### src/rtl/fifo_pack_reader.sv
// Show-ahead FIFO consumer: packs PACK_RATIO words per wide beat on a valid/ready
// stream, marks burst ends with m_last, and emits zero-padded partial beats on flush.
module fifo_pack_reader #(
  parameter int DATA_WIDTH  = 16,
  parameter int PACK_RATIO  = 4,
  parameter int BURST_BEATS = 8
) (
  input  logic                             clk,
  input  logic                             rst,
  input  logic                             fifo_empty,
  input  logic [DATA_WIDTH-1:0]            fifo_dout,
  output logic                             fifo_rd_en,
  input  logic                             flush,
  output logic [DATA_WIDTH*PACK_RATIO-1:0] m_data,
  output logic [PACK_RATIO-1:0]            m_keep,
  output logic                             m_last,
  output logic                             m_valid,
  input  logic                             m_ready,
  output logic                             flush_done
);

  localparam int CW = (PACK_RATIO > 1) ? $clog2(PACK_RATIO) : 1;
  localparam int BW = (BURST_BEATS > 1) ? $clog2(BURST_BEATS) : 1;
  localparam int AW = DATA_WIDTH * (PACK_RATIO - 1);
  localparam logic [CW-1:0] LAST_WORD = CW'(PACK_RATIO - 1);
  localparam logic [BW-1:0] LAST_BEAT = BW'(BURST_BEATS - 1);

  typedef enum logic [0:0] {
    FILL  = 1'b0,
    FLUSH = 1'b1
  } state_t;

  state_t                                 state_r;
  logic [CW-1:0]                          word_cnt_r;
  logic [BW-1:0]                          beat_cnt_r;
  logic [PACK_RATIO-2:0][DATA_WIDTH-1:0]  acc_r;
  logic                                   rd_en_s;
  logic                                   final_stall_s;
  logic [PACK_RATIO-1:0]                  partial_keep_s;

  // Pop decision and keep mask for a partial beat.
  always_comb begin
    final_stall_s  = (word_cnt_r == LAST_WORD) & m_valid & ~m_ready;
    rd_en_s        = (state_r == FILL) & ~fifo_empty & ~final_stall_s & ~rst;
    partial_keep_s = {PACK_RATIO{1'b0}};
    for (int i = 0; i < PACK_RATIO; i++) begin
      partial_keep_s[i] = (i < int'(word_cnt_r));
    end
  end

  assign fifo_rd_en = rd_en_s;

  // Accumulator, counters, FILL/FLUSH state and the registered output beat.
  always_ff @(posedge clk or posedge rst) begin
    if (rst) begin
      state_r    <= FILL;
      word_cnt_r <= {CW{1'b0}};
      beat_cnt_r <= {BW{1'b0}};
      acc_r      <= {AW{1'b0}};
      m_data     <= {(DATA_WIDTH*PACK_RATIO){1'b0}};
      m_keep     <= {PACK_RATIO{1'b0}};
      m_last     <= 1'b0;
      m_valid    <= 1'b0;
      flush_done <= 1'b0;
    end else begin
      flush_done <= 1'b0;
      if (m_valid && m_ready) begin
        m_valid <= 1'b0;
      end
      case (state_r)
        FILL: begin
          if (rd_en_s) begin
            if (word_cnt_r == LAST_WORD) begin
              m_data     <= {fifo_dout, acc_r};
              m_keep     <= {PACK_RATIO{1'b1}};
              m_last     <= flush | (beat_cnt_r == LAST_BEAT);
              m_valid    <= 1'b1;
              beat_cnt_r <= (flush || (beat_cnt_r == LAST_BEAT)) ? {BW{1'b0}}
                                                                 : beat_cnt_r + BW'(1);
              word_cnt_r <= {CW{1'b0}};
              acc_r      <= {AW{1'b0}};
            end else begin
              acc_r[word_cnt_r] <= fifo_dout;
              word_cnt_r        <= word_cnt_r + CW'(1);
            end
          end
          if (flush) begin
            state_r <= FLUSH;
          end
        end
        FLUSH: begin
          if (word_cnt_r == {CW{1'b0}}) begin
            flush_done <= 1'b1;
            state_r    <= FILL;
          end else if (!m_valid || m_ready) begin
            // Unused slots are already zero because the accumulator clears per beat.
            m_data     <= {{DATA_WIDTH{1'b0}}, acc_r};
            m_keep     <= partial_keep_s;
            m_last     <= 1'b1;
            m_valid    <= 1'b1;
            beat_cnt_r <= {BW{1'b0}};
            word_cnt_r <= {CW{1'b0}};
            acc_r      <= {AW{1'b0}};
            flush_done <= 1'b1;
            state_r    <= FILL;
          end
        end
        default: begin
          state_r <= FILL;
        end
      endcase
    end
  end

endmodule

### config.mk
export PLATFORM = sky130hd
export DESIGN_NAME = fifo_pack_reader
export DESIGN_NICKNAME = d
export VERILOG_FILES = /design/src/rtl/fifo_pack_reader.sv
export SDC_FILE = /design/constraint.sdc
export NUM_CORES = 1
export LEC_CHECK = 0
export CAP_MARGIN = 20
export CORE_MARGIN = 3
export CORE_UTILIZATION = 30
export DETAILED_ROUTE_END_ITERATION = 12
export PLACE_DENSITY = 0.48
export REMOVE_ABC_BUFFERS = 1
export SETUP_SLACK_MARGIN = 0.5
export SLEW_MARGIN = 20
export SYNTH_ARGS = -nofsm -noshare
export SYNTH_HDL_FRONTEND = slang
export SYNTH_SLANG_ARGS = --single-unit
### constraint.sdc
create_clock -name clk -period 6 [get_ports clk]
set_input_delay 0.9 -clock clk [delete_from_list [all_inputs] [get_ports clk]]
set_output_delay 0.9 -clock clk [all_outputs]
set_load 0.01 [all_outputs]
==> results by group <==
Clock network
  • Clock Sinks: 125
  • Clk_lat worst skew: 0.41 ns
  • CTS tree: yes
  • Cts hold-fix bufs: 0
  • Post-CTS Setup Bufs: 0
  • Depth of the CTS H-tree: 4
  • CTS Buf Count: 17
  • CTS resizes: 0
  • CTS Root Buffer Type: clkbuf_16
  • Clock Tree Buf Depth: 2
  • Clock-pin slew on the worst setup and hold paths: 0.05 ns

Setup path
  • CP Launch Type: primary input
  • CP most frequent cell: clkdlybuf4s50_1
  • Worst path required time: 5.10 ns
  • Worst R2R End: m_data[5]
  • Worst-path fanout max: 11
  • Cell count of the worst reg-to-reg path: 5
  • Arrival @ worst endpoint: 2.73 ns
  • Flop2flop setup slack: 3.38 ns
  • R2R Path Start: word_cnt_r[1]
  • CP cell instances: clkdlybuf4s50_1 -> nor3_4 -> and2_1 -> clkdlybuf4s50_1
  • Worst path max stage delay: 0.63 ns
  • Crit end category: output pin
  • Slowest cell on the critical path: clkdlybuf4s50_1
  • Kind of critical path: primary input to output pin

STA
  • Worst Tran Pin Value: 0.857 ns
  • F_max: 276 MHz
  • RSZ-0062 raised after global routing: false
  • Skew final: 0.00683 ns
  • Count of final setup violators: 0
  • Final Hold Viols: 0
  • Max Slew Vio Count: 0
  • Tcrit/Tclk final: 0.605
  • Min cycle time layout: 3.63 ns
  • Slew headroom: 0.426
  • Setup_tns: 0 ns

Drt
  • DRT antenna net count: 0
  • Vias: 3257
  • Post-DR wirelength/cell: 18.3 um
  • Initial detailed-routing violation count: 168
  • Vias per cell: 4.80
  • 1st-pass router iterations: 4
  • DRC Markers: 0
  • Post-Route WL: 12.4 mm

Placed design
  • I/O Buffers: 92
  • GP Congestion: 0.768
  • Hpwl dp: 8.07 mm

Worst hold path
  • Worst hold path endpoint: m_keep[0]
  • Hold Crit Depth: 1
  • Hold_sp: m_keep[0]
  • Min-Delay Path Class: flip-flop to flip-flop

Run status
  • Outcome: complete, no violations

Finish
  • Layout cells sized above 1: 0.188
  • Layout fillers: 1539
  • Fin nets: 478
  • Layout area overhead: 34.8%
  • Antenna fix cells: 0

Synthesis
  • Mapped Area: 4890 sq um
  • Post-synth cell types: 34
  • FF+latch count, synth: 125
  • Sequential-to-total area share from yosys stat: 0.640
  • Synth Warn #: 0
  • Mapped Cells: 361
  • Syn Area/Cell: 13.5 sq um

Floorplanning
  • # IOs: 93
  • Initial core utilization: 0.307
  • Die area: 17900 sq um
  • Die height: 134 um
  • Die X: 134 um
  • Row count: 46
  • Core area: 15900 sq um

Global routing
  • All-Layer GR Usage: 0.147
  • Remaining Overflow, GRT: 0
  • Largest net degree at the start of global routing: 69
  • Initial antenna violation count: 0
  • First-pass GRT wire length: 19.9 mm
  • Vias in the first global route: 3379

Pwr
  • Power density of the placed cells: 477 nW/um^2
  • Total power: 3.14 mW
  • Max VDD drop: 0.000219 V
  • P_leak: 2.98 nW

Job
  • Number of max-cap violations: 0
[registers in the layout, indices dropped and copies added, names as in the netlist]
name and flops:
m_valid 1, flush_done 1, m_data 64, state_r 1, acc_r 48, m_keep 4, word_cnt_r 2, m_last 1
beat_cnt_r 3
[layout make-up]
type | instances | area [sq um] | area share
sequential | 125 | 3130 | 0.475
multi-input combinational | 206 | 1610 | 0.244
timing repair buffer | 96 | 971 | 0.147
clock buffer | 23 | 478 | 0.0726
tap | 216 | 270 | 0.0410
clock inverter | 7 | 113 | 0.0171
inverter | 5 | 21.3 | 0.00323
[synth_stat cells, drive strengths merged]
library cell | n | area (sq um)
a22o | 42 | 368
nor3b | 1 | 7.51
buf | 16 | 111
inv | 5 | 18.8
nor3 | 2 | 21.3
ha | 6 | 75.1
a22oi | 1 | 21.3
and2 | 2 | 12.5
and3 | 2 | 12.5
nor2 | 3 | 18.8
o41ai | 1 | 8.76
clkbuf | 9 | 33.8
a32oi | 6 | 52.6
nand2b | 3 | 26.3
a21oi | 1 | 5.00
mux2 | 49 | 552
nand2 | 36 | 135
or2 | 1 | 6.26
o21bai | 2 | 15.0
o21a | 2 | 15.0
mux2i | 1 | 10.0
nand3b | 1 | 7.51
o22a | 1 | 8.76
nor2b | 2 | 12.5
o21ai | 23 | 115
nand3 | 18 | 90.1
dfrtp | 125 | 3130
[worst max-delay path by stage]
stage | startpoint | to | slack (ns) | depth (start not counted)
6_report | rst | fifo_rd_en | 2.37 | 4
5_1_grt | rst | fifo_rd_en | 2.29 | 4
4_1_cts | rst | fifo_rd_en | 2.40 | 4
3_5_place_dp | rst | fifo_rd_en | 2.41 | 4
3_3_place_gp | rst | fifo_rd_en | 2.44 | 4
2_1_floorplan | rst | acc_r[0] | 1.77 | 1
[through the flow]
step	instances	util	setup WS (ns)	hold slack [ns]	instance area, sq um
2_1_floorplan	336	-	1.77	0.457	4740
3_3_place_gp	647	0.374	2.44	0.455	5960
3_5_place_dp	647	0.374	2.41	0.455	5960
4_1_cts	677	0.411	2.40	0.477	6560
5_1_grt	678	0.413	2.29	0.501	6590
6_report	678	0.413	2.37	0.472	6590
[routing by layer]
metal,track usage,part of all wire,vias up
li1,-,-,1483
met2,0.219,0.45,91
met4,0.0417,0.010,0
met1,0.205,0.48,1673
met3,0.0483,0.056,10
met5,0,0,-
[cell families after synthesis]
kind of cell / Yosys count / share of synthesized area
flip-flops: 125 / 0.640
AO/OA/AOI/OAI: 79 / 0.125
AND/OR/NAND/NOR: 71 / 0.0717
multiplexers: 50 / 0.115
buffers and inverters: 30 / 0.0335
adder cells (fa/ha/maj): 6 / 0.0154
[worst max-delay path, delay by kind of cell]
kind,cells,cell delay (ns)
buffers and inverters,2,1.14
AND/OR/NAND/NOR,2,0.68
[placed cells by master (no fill, tap or decap), types with 2 or more instances in the layout]
master | netlist | layout
nand2_1 | 36 | 36
a32oi_1 | 6 | 6
bufinv_16 | 0 | 3
and3_1 | 2 | 2
clkinv_2 | 0 | 3
and2_1 | 2 | 2
mux2_2 | 49 | 49
dfrtp_1 | 125 | 125
o21ai_0 | 21 | 21
nand2b_1 | 2 | 2
clkbuf_16 | 0 | 17
nand3_1 | 18 | 17
buf_4 | 8 | 3
clkdlybuf4s50_1 | 0 | 92
o21ai_1 | 2 | 2
nor2b_1 | 2 | 2
a22o_1 | 42 | 42
inv_1 | 5 | 4
clkbuf_1 | 9 | 3
ha_1 | 6 | 6
o21a_1 | 2 | 2
clkbuf_8 | 0 | 3
o21bai_1 | 2 | 2
nor2_1 | 2 | 2
[where the power goes]
part           leakage, nW  internal [mW]  switching, mW  total (mW)
registers             1.66           1.09          0.150        1.24
logic                 1.03          0.476          0.394       0.870
clock network        0.289          0.679          0.353        1.03
(Power assumes the default switching activity.)
